==> src/rtl/apb4_bus_arbiter_if.sv <==
// rtl/apb4_bus_arbiter_if.sv - requester-side and APB4 completer-side signals of apb4_bus_arbiter
interface apb4_bus_arbiter_if #(
   parameter int ADDR_W = 16,
   parameter int DATA_W = 16
);
   localparam int STRB_W = DATA_W / 8;

   // Requester side; requester 1 occupies the upper slice of each packed vector
   logic [1:0]          m_req;
   logic [2*ADDR_W-1:0] m_addr;
   logic [1:0]          m_write;
   logic [2*DATA_W-1:0] m_wdata;
   logic [2*STRB_W-1:0] m_strb;
   logic [1:0]          m_done;
   logic [DATA_W-1:0]   m_rdata;
   logic                m_err;

   // APB4 completer side
   logic                psel;
   logic                penable;
   logic                pwrite;
   logic [ADDR_W-1:0]   paddr;
   logic [DATA_W-1:0]   pwdata;
   logic [STRB_W-1:0]   pstrb;
   logic                pready;
   logic                pslverr;
   logic [DATA_W-1:0]   prdata;

   modport master (
      input  m_req, m_addr, m_write, m_wdata, m_strb,
      output m_done, m_rdata, m_err,
      output psel, penable, pwrite, paddr, pwdata, pstrb,
      input  pready, pslverr, prdata
   );

   modport slave (
      output m_req, m_addr, m_write, m_wdata, m_strb,
      input  m_done, m_rdata, m_err,
      input  psel, penable, pwrite, paddr, pwdata, pstrb,
      output pready, pslverr, prdata
   );
endinterface

==> src/rtl/apb4_bus_arbiter.sv <==
// rtl/apb4_bus_arbiter.sv - two-requester APB4 arbiter/sequencer with wait-state watchdog
// Define APB4_ARB_ROUND_ROBIN_EN for round-robin arbitration; default is fixed priority to requester 0.
module apb4_bus_arbiter #(
   parameter int ADDR_W  = 16,
   parameter int DATA_W  = 16,
   parameter int TIMEOUT = 16
) (
   input logic                pclk,
   input logic                presetn,
   apb4_bus_arbiter_if.master bus
);
   localparam int STRB_W = DATA_W / 8;
   localparam int CNT_W  = (TIMEOUT > 1) ? $clog2(TIMEOUT) : 1;
   localparam logic [CNT_W-1:0] CNT_LAST = CNT_W'((TIMEOUT > 0) ? TIMEOUT - 1 : 0);
   localparam bit WDOG_EN = (TIMEOUT > 0);

   typedef enum logic [1:0] {IDLE, SETUP, ACCESS} state_t;

   state_t              state_q, state_d;
   logic                psel_q, psel_d;
   logic                penable_q, penable_d;
   logic                pwrite_q, pwrite_d;
   logic [ADDR_W-1:0]   paddr_q, paddr_d;
   logic [DATA_W-1:0]   pwdata_q, pwdata_d;
   logic [STRB_W-1:0]   pstrb_q, pstrb_d;
   logic [1:0]          done_q, done_d;
   logic [DATA_W-1:0]   rdata_q, rdata_d;
   logic                err_q, err_d;
   logic [CNT_W-1:0]    cnt_q, cnt_d;
   logic                grant_q, grant_d;
`ifdef APB4_ARB_ROUND_ROBIN_EN
   logic                last_q, last_d;
`endif
   logic [1:0]          eligible;
   logic                win;
   logic                win_write;

   always_ff @(posedge pclk or posedge presetn) begin
      if (presetn) begin
         state_q   <= IDLE;
         psel_q    <= 1'b0;
         penable_q <= 1'b0;
         pwrite_q  <= 1'b0;
         paddr_q   <= '0;
         pwdata_q  <= '0;
         pstrb_q   <= '0;
         done_q    <= '0;
         rdata_q   <= '0;
         err_q     <= 1'b0;
         cnt_q     <= '0;
         grant_q   <= 1'b0;
`ifdef APB4_ARB_ROUND_ROBIN_EN
         last_q    <= 1'b1;
`endif
      end else begin
         state_q   <= state_d;
         psel_q    <= psel_d;
         penable_q <= penable_d;
         pwrite_q  <= pwrite_d;
         paddr_q   <= paddr_d;
         pwdata_q  <= pwdata_d;
         pstrb_q   <= pstrb_d;
         done_q    <= done_d;
         rdata_q   <= rdata_d;
         err_q     <= err_d;
         cnt_q     <= cnt_d;
         grant_q   <= grant_d;
`ifdef APB4_ARB_ROUND_ROBIN_EN
         last_q    <= last_d;
`endif
      end
   end

   always_comb begin
      state_d   = state_q;
      psel_d    = psel_q;
      penable_d = penable_q;
      pwrite_d  = pwrite_q;
      paddr_d   = paddr_q;
      pwdata_d  = pwdata_q;
      pstrb_d   = pstrb_q;
      done_d    = '0;
      rdata_d   = rdata_q;
      err_d     = err_q;
      cnt_d     = cnt_q;
      grant_d   = grant_q;
      // A requester whose done is showing still holds m_req this cycle; mask it out
      eligible  = bus.m_req & ~done_q;
`ifdef APB4_ARB_ROUND_ROBIN_EN
      last_d    = last_q;
      win       = (&eligible) ? ~last_q : eligible[1];
`else
      win       = ~eligible[0];
`endif
      win_write = win ? bus.m_write[1] : bus.m_write[0];

      case (state_q)
         IDLE: begin
            if (|eligible) begin
               grant_d   = win;
               psel_d    = 1'b1;
               penable_d = 1'b0;
               pwrite_d  = win_write;
               paddr_d   = win ? bus.m_addr[2*ADDR_W-1:ADDR_W] : bus.m_addr[ADDR_W-1:0];
               pwdata_d  = !win_write ? '0 :
                           (win ? bus.m_wdata[2*DATA_W-1:DATA_W] : bus.m_wdata[DATA_W-1:0]);
               pstrb_d   = !win_write ? '0 :
                           (win ? bus.m_strb[2*STRB_W-1:STRB_W] : bus.m_strb[STRB_W-1:0]);
               state_d   = SETUP;
`ifdef APB4_ARB_ROUND_ROBIN_EN
               last_d    = win;
`endif
            end
         end
         SETUP: begin
            penable_d = 1'b1;
            cnt_d     = '0;
            state_d   = ACCESS;
         end
         ACCESS: begin
            if (bus.pready) begin
               rdata_d          = bus.prdata;
               err_d            = bus.pslverr;
               done_d[grant_q]  = 1'b1;
               psel_d           = 1'b0;
               penable_d        = 1'b0;
               state_d          = IDLE;
            end else if (WDOG_EN && (cnt_q == CNT_LAST)) begin
               rdata_d          = '0;
               err_d            = 1'b1;
               done_d[grant_q]  = 1'b1;
               psel_d           = 1'b0;
               penable_d        = 1'b0;
               state_d          = IDLE;
            end else begin
               cnt_d = cnt_q + 1'b1;
            end
         end
         default: begin
            state_d   = IDLE;
            psel_d    = 1'b0;
            penable_d = 1'b0;
         end
      endcase
   end

   assign bus.psel    = psel_q;
   assign bus.penable = penable_q;
   assign bus.pwrite  = pwrite_q;
   assign bus.paddr   = paddr_q;
   assign bus.pwdata  = pwdata_q;
   assign bus.pstrb   = pstrb_q;
   assign bus.m_done  = done_q;
   assign bus.m_rdata = rdata_q;
   assign bus.m_err   = err_q;
endmodule

==> src/flat_wrapper.sv <==
// flat-port wrapper written by rule: the top's interface ports become plain ports
module apb4_bus_arbiter_flat 
#(
   parameter int ADDR_W  = 16,
   parameter int DATA_W  = 16,
   parameter int TIMEOUT = 16
)
  (pclk, presetn, bus_m_req, bus_m_addr, bus_m_write, bus_m_wdata, bus_m_strb, bus_m_done, bus_m_rdata, bus_m_err, bus_psel, bus_penable, bus_pwrite, bus_paddr, bus_pwdata, bus_pstrb, bus_pready, bus_pslverr, bus_prdata);
  apb4_bus_arbiter_if #(.ADDR_W(ADDR_W), .DATA_W(DATA_W)) bus_i ();
  input logic pclk;
  input logic presetn;
  input wire logic [$bits(bus_i.m_req)-1:0] bus_m_req;
  input wire logic [$bits(bus_i.m_addr)-1:0] bus_m_addr;
  input wire logic [$bits(bus_i.m_write)-1:0] bus_m_write;
  input wire logic [$bits(bus_i.m_wdata)-1:0] bus_m_wdata;
  input wire logic [$bits(bus_i.m_strb)-1:0] bus_m_strb;
  output wire logic [$bits(bus_i.m_done)-1:0] bus_m_done;
  output wire logic [$bits(bus_i.m_rdata)-1:0] bus_m_rdata;
  output wire logic [$bits(bus_i.m_err)-1:0] bus_m_err;
  output wire logic [$bits(bus_i.psel)-1:0] bus_psel;
  output wire logic [$bits(bus_i.penable)-1:0] bus_penable;
  output wire logic [$bits(bus_i.pwrite)-1:0] bus_pwrite;
  output wire logic [$bits(bus_i.paddr)-1:0] bus_paddr;
  output wire logic [$bits(bus_i.pwdata)-1:0] bus_pwdata;
  output wire logic [$bits(bus_i.pstrb)-1:0] bus_pstrb;
  input wire logic [$bits(bus_i.pready)-1:0] bus_pready;
  input wire logic [$bits(bus_i.pslverr)-1:0] bus_pslverr;
  input wire logic [$bits(bus_i.prdata)-1:0] bus_prdata;
  assign bus_i.m_req = bus_m_req;
  assign bus_i.m_addr = bus_m_addr;
  assign bus_i.m_write = bus_m_write;
  assign bus_i.m_wdata = bus_m_wdata;
  assign bus_i.m_strb = bus_m_strb;
  assign bus_m_done = bus_i.m_done;
  assign bus_m_rdata = bus_i.m_rdata;
  assign bus_m_err = bus_i.m_err;
  assign bus_psel = bus_i.psel;
  assign bus_penable = bus_i.penable;
  assign bus_pwrite = bus_i.pwrite;
  assign bus_paddr = bus_i.paddr;
  assign bus_pwdata = bus_i.pwdata;
  assign bus_pstrb = bus_i.pstrb;
  assign bus_i.pready = bus_pready;
  assign bus_i.pslverr = bus_pslverr;
  assign bus_i.prdata = bus_prdata;
  apb4_bus_arbiter #(.ADDR_W(ADDR_W), .DATA_W(DATA_W), .TIMEOUT(TIMEOUT)) u_core (.pclk(pclk), .presetn(presetn), .bus(bus_i));
endmodule
==> config.mk <==
export PLATFORM = sky130hd
export DESIGN_NAME = apb4_bus_arbiter_flat
export DESIGN_NICKNAME = d
export VERILOG_FILES = /design/src/rtl/apb4_bus_arbiter_if.sv /design/src/rtl/apb4_bus_arbiter.sv /design/src/flat_wrapper.sv
export SDC_FILE = /design/constraint.sdc
export NUM_CORES = 1
export LEC_CHECK = 0
export CAP_MARGIN = 20
export CORE_MARGIN = 2
export CORE_UTILIZATION = 30
export DETAILED_ROUTE_END_ITERATION = 8
export MAX_ROUTING_LAYER = met4
export PLACE_DENSITY = 0.68
export SYNTH_ARGS = -nofsm -noshare
export SYNTH_HDL_FRONTEND = slang
export SYNTH_SLANG_ARGS = --single-unit
==> constraint.sdc <==
create_clock -name pclk -period 2.3 [get_ports pclk]
set_clock_uncertainty 0.05 [all_clocks]
set_input_delay 0.575 -clock pclk [delete_from_list [all_inputs] [get_ports pclk]]
set_output_delay 0.575 -clock pclk [all_outputs]
set_load 0.005 [all_outputs]
==> results.cfg <==
[status]
status = finished clean

[placed_design]
preCtsSetupSlack_ns = 0.03133
gp_congestion = 0.7522
port_buffers = 147
detailed_place_hpwl_mm = 5.964

[synthesis]
synth.top_cells.by_area = dfrtp_1 (51%), mux2_2 (12%), mux2i_1 (6.3%)
synth.yosys.seq_area_share = 0.5105
syn_nets = 338
synthesis.area_um2 = 3039
synthesis.instances = 245
yosysTopAreaCell = dfrtp_1
asyncSetResetFlopFracSynth = 1.000
synth_area_per_cell_um2 = 12.40
yosysUniqueCellTypes = 35
synth-seq-cells = 62
ys_warn_count = 0
most_used_flip_flop_cell_after_synthesis = dfrtp_1
post-synth-top-area-fraction = 0.5105
synth_edf_count = 0

[sta]
final_max_slew_viol_count = 0
max_freq_mhz = 522.4
final-hold-violation-count = 0
setup_repair_after_global_routing_missed_its_margin = no
period_needed_ns = 1.914
finalWorstSetupSlack_ns = 0.3858
slew_headroom = 0.7212
worstMarginPinSlew_ns = 0.4183
final-setup-viol-count = 0
finalCritPeriodShare = 0.8323
final_setup_tns_ns = 0

[global_route]
grt_pass1_wl_mm = 13.13
antenna_found_initial = 0
global_route.usage.total = 0.1537
globalRouteOverflowTotal = 0
grt_pass1_vias = 2683
grt_start_max_net_pins = 35

[worst_setup_path]
worstPathRequired_ns = 2.46
cp_max_fo = 10
setup.worst_path.start_class = primary input
cpMaxStageDelayCell = clkdlybuf4s50_1
critical_path_at_ns = 2.08
critPathMaxStageDelay_ns = 0.51
cpLargestDelayFamily = buffers and inverters
critical_path_class = in -> reg
cp_cell_sequence = clkdlybuf4s50_1, nand2b_4, a211oi_4, buf_4, mux2_2
worstPathBufferInverterCount = 2
worstSetupEndpointType = register

[routing]
remaining_antenna_violation_count_after_routing = 0
initialDrtViolationCount = 53
routed_wire_length_per_instance_um = 14.77
finalWirelength_mm = 7.931
vias = 2468
drc = 0
dr.pass1.iters = 4
vias_per_cell = 4.596

[pwr]
fin_total_pwr_w = 0.005141
leakage_nw = 2.147
vdd_drop_max_mv = 0.4430
power-per-cell-area_nw_per_um2 = 1055

[final_layout]
drive_gt1_frac = 0.1807
postLayoutCoreUtil = 0.4964
fillers = 930
synthToLayoutAreaGrowth_pct = 60.40
finish.net_count = 492
antenna_diodes = 0

[floorplanning]
floorplan.die_area_um2 = 10950
die_height_um = 104.7
placementRows = 36
design.portCount = 148
die_x_um = 104.7
initial_core_util = 0.3095
placeableCoreArea_um2 = 9819

[clock_network]
cts.clk_slew.worst_paths_ns = 0.07
cts_max_path_buffers = 2
holdBufCountCts = 0
htree_levels = 3
cts_made_buffers = 9
cts_tree = yes
cts_setup_buffers = 0
cts_resized = 0
clkLatencyLatePin_ns = 0.33
clock_tree.root_cell = clkbuf_8
cts.sink_count = 62

[hold_path]
worst_hold_path_type = reg -> reg

[flow_run]
drv_cap = 0
==> synth_stat cells (2+ instances only) <==
library cell,count
dfrtp_1,62
nand2_1,39
mux2_2,32
mux2i_1,19
a22o_1,16
mux2_1,13
buf_2,7
mux2_4,7
inv_1,5
buf_6,4
nor2_1,4
a21oi_1,3
a31oi_1,3
clkbuf_1,3
nor2b_1,3
a311oi_1,2
and2_1,2
buf_4,2
nand2b_1,2
o2bb2ai_1,2
==> registers in the layout, indices dropped and copies added (netlist names) <==
register,count
u_core.bus.pstrb,2
u_core.bus.m_done,2
u_core.bus.m_err,1
u_core.bus.psel,1
u_core.grant_q,1
u_core.bus.pwrite,1
u_core.state_q,2
u_core.cnt_q,4
u_core.bus.pwdata,16
u_core.bus.paddr,16
u_core.bus.m_rdata,16
==> metal layers <==
| layer | vias to the layer above | track usage | share of wire |
|---|---|---|---|
| li1 | 1179 | - | - |
| met1 | 1190 | 0.1849 | 0.43 |
| met2 | 80 | 0.2456 | 0.48 |
| met3 | 19 | 0.03993 | 0.060 |
| met5 | - | - | 0 |
| met4 | 0 | 0.06476 | 0.024 |
==> area by class of cell <==
cell class                      instances  area (um^2)  area share
Timing Repair Buffer                  162         1609      0.3301
Multi-Input combinational cell        159         1330      0.2728
Sequential cell                        62         1551      0.3183
Clock inverter                          6        61.31     0.01258
Inverter                                5        18.77    0.003850
Clock buffer                           10        137.6     0.02823
Tap cell                              133        166.4     0.03414
==> where the power goes <==
group          switching (W)  internal [W]
Sequential          0.000282       0.00157
Combinational       0.000787       0.00155
Clock               0.000426      0.000526
Total                0.00150       0.00365
==> through the flow <==
step,hold WS [ns],cell area (um^2),cells
floorplan,0.3766,3039,245
global placement,0.3960,4676,521
detailed placement,0.4036,4676,521
CTS,0.4123,4875,537
global route,0.4530,4875,537
finish,0.4192,4875,537
==> worst paths after layout <==
check                                              startpoint                           endpoint  slack [ns]  cells past startpoint
worst max-delay path                             bus_m_req[0]  u_core.bus.pwdata[10]$_DFFE_PP0P_        0.39                      5
worst min-delay path               u_core.grant_q$_DFFE_PP0P_     u_core.bus.m_done[0]$_DFF_PP0_        0.42                      1
worst max register to register  u_core.state_q[1]$_DFFE_PP0P_  u_core.bus.pwdata[10]$_DFFE_PP0P_        0.61                      4
worst min register to register     u_core.grant_q$_DFFE_PP0P_     u_core.bus.m_done[0]$_DFF_PP0_        0.42                      1
max in group asynchronous                             presetn   u_core.bus.pwdata[5]$_DFFE_PP0P_        1.29                      3
min in group asynchronous                             presetn       u_core.bus.m_err$_DFFE_PP0P_        0.58                      3
==> kinds of logic (layout without fill, tap and decap cells) <==
| logic type | after synthesis | in the layout | share of synthesized area |
|---|---|---|---|
| multiplexers | 71 | 71 | 0.2639 |
| AND/OR/NAND/NOR | 54 | 54 | 0.07863 |
| AO/OA/AOI/OAI | 33 | 33 | 0.08851 |
| adder cells (fa/ha/maj) | 1 | 1 | 0.004116 |
| flip-flops | 62 | 62 | 0.5105 |
| buffers and inverters | 24 | 183 | 0.05434 |
==> layout by cell type (no fill, tap or decap), types with 2 or more instances in the layout <==
cell type,netlist,routed
clkinv_2,0,3
clkdlybuf4s50_1,0,147
mux2_2,32,32
nand2b_1,2,2
buf_4,2,13
clkbuf_8,0,10
nor2_1,4,4
nor2b_1,3,3
inv_1,5,4
a22o_1,16,16
mux2_1,13,13
o2bb2ai_1,2,2
a311oi_1,2,2
and2_1,2,2
mux2i_1,19,19
nand2_1,39,39
dfrtp_1,62,62
a31oi_1,3,3
mux2_4,7,7
buf_12,1,2
a21oi_1,3,3
No activity file was read; power rests on OpenSTA's default activity.
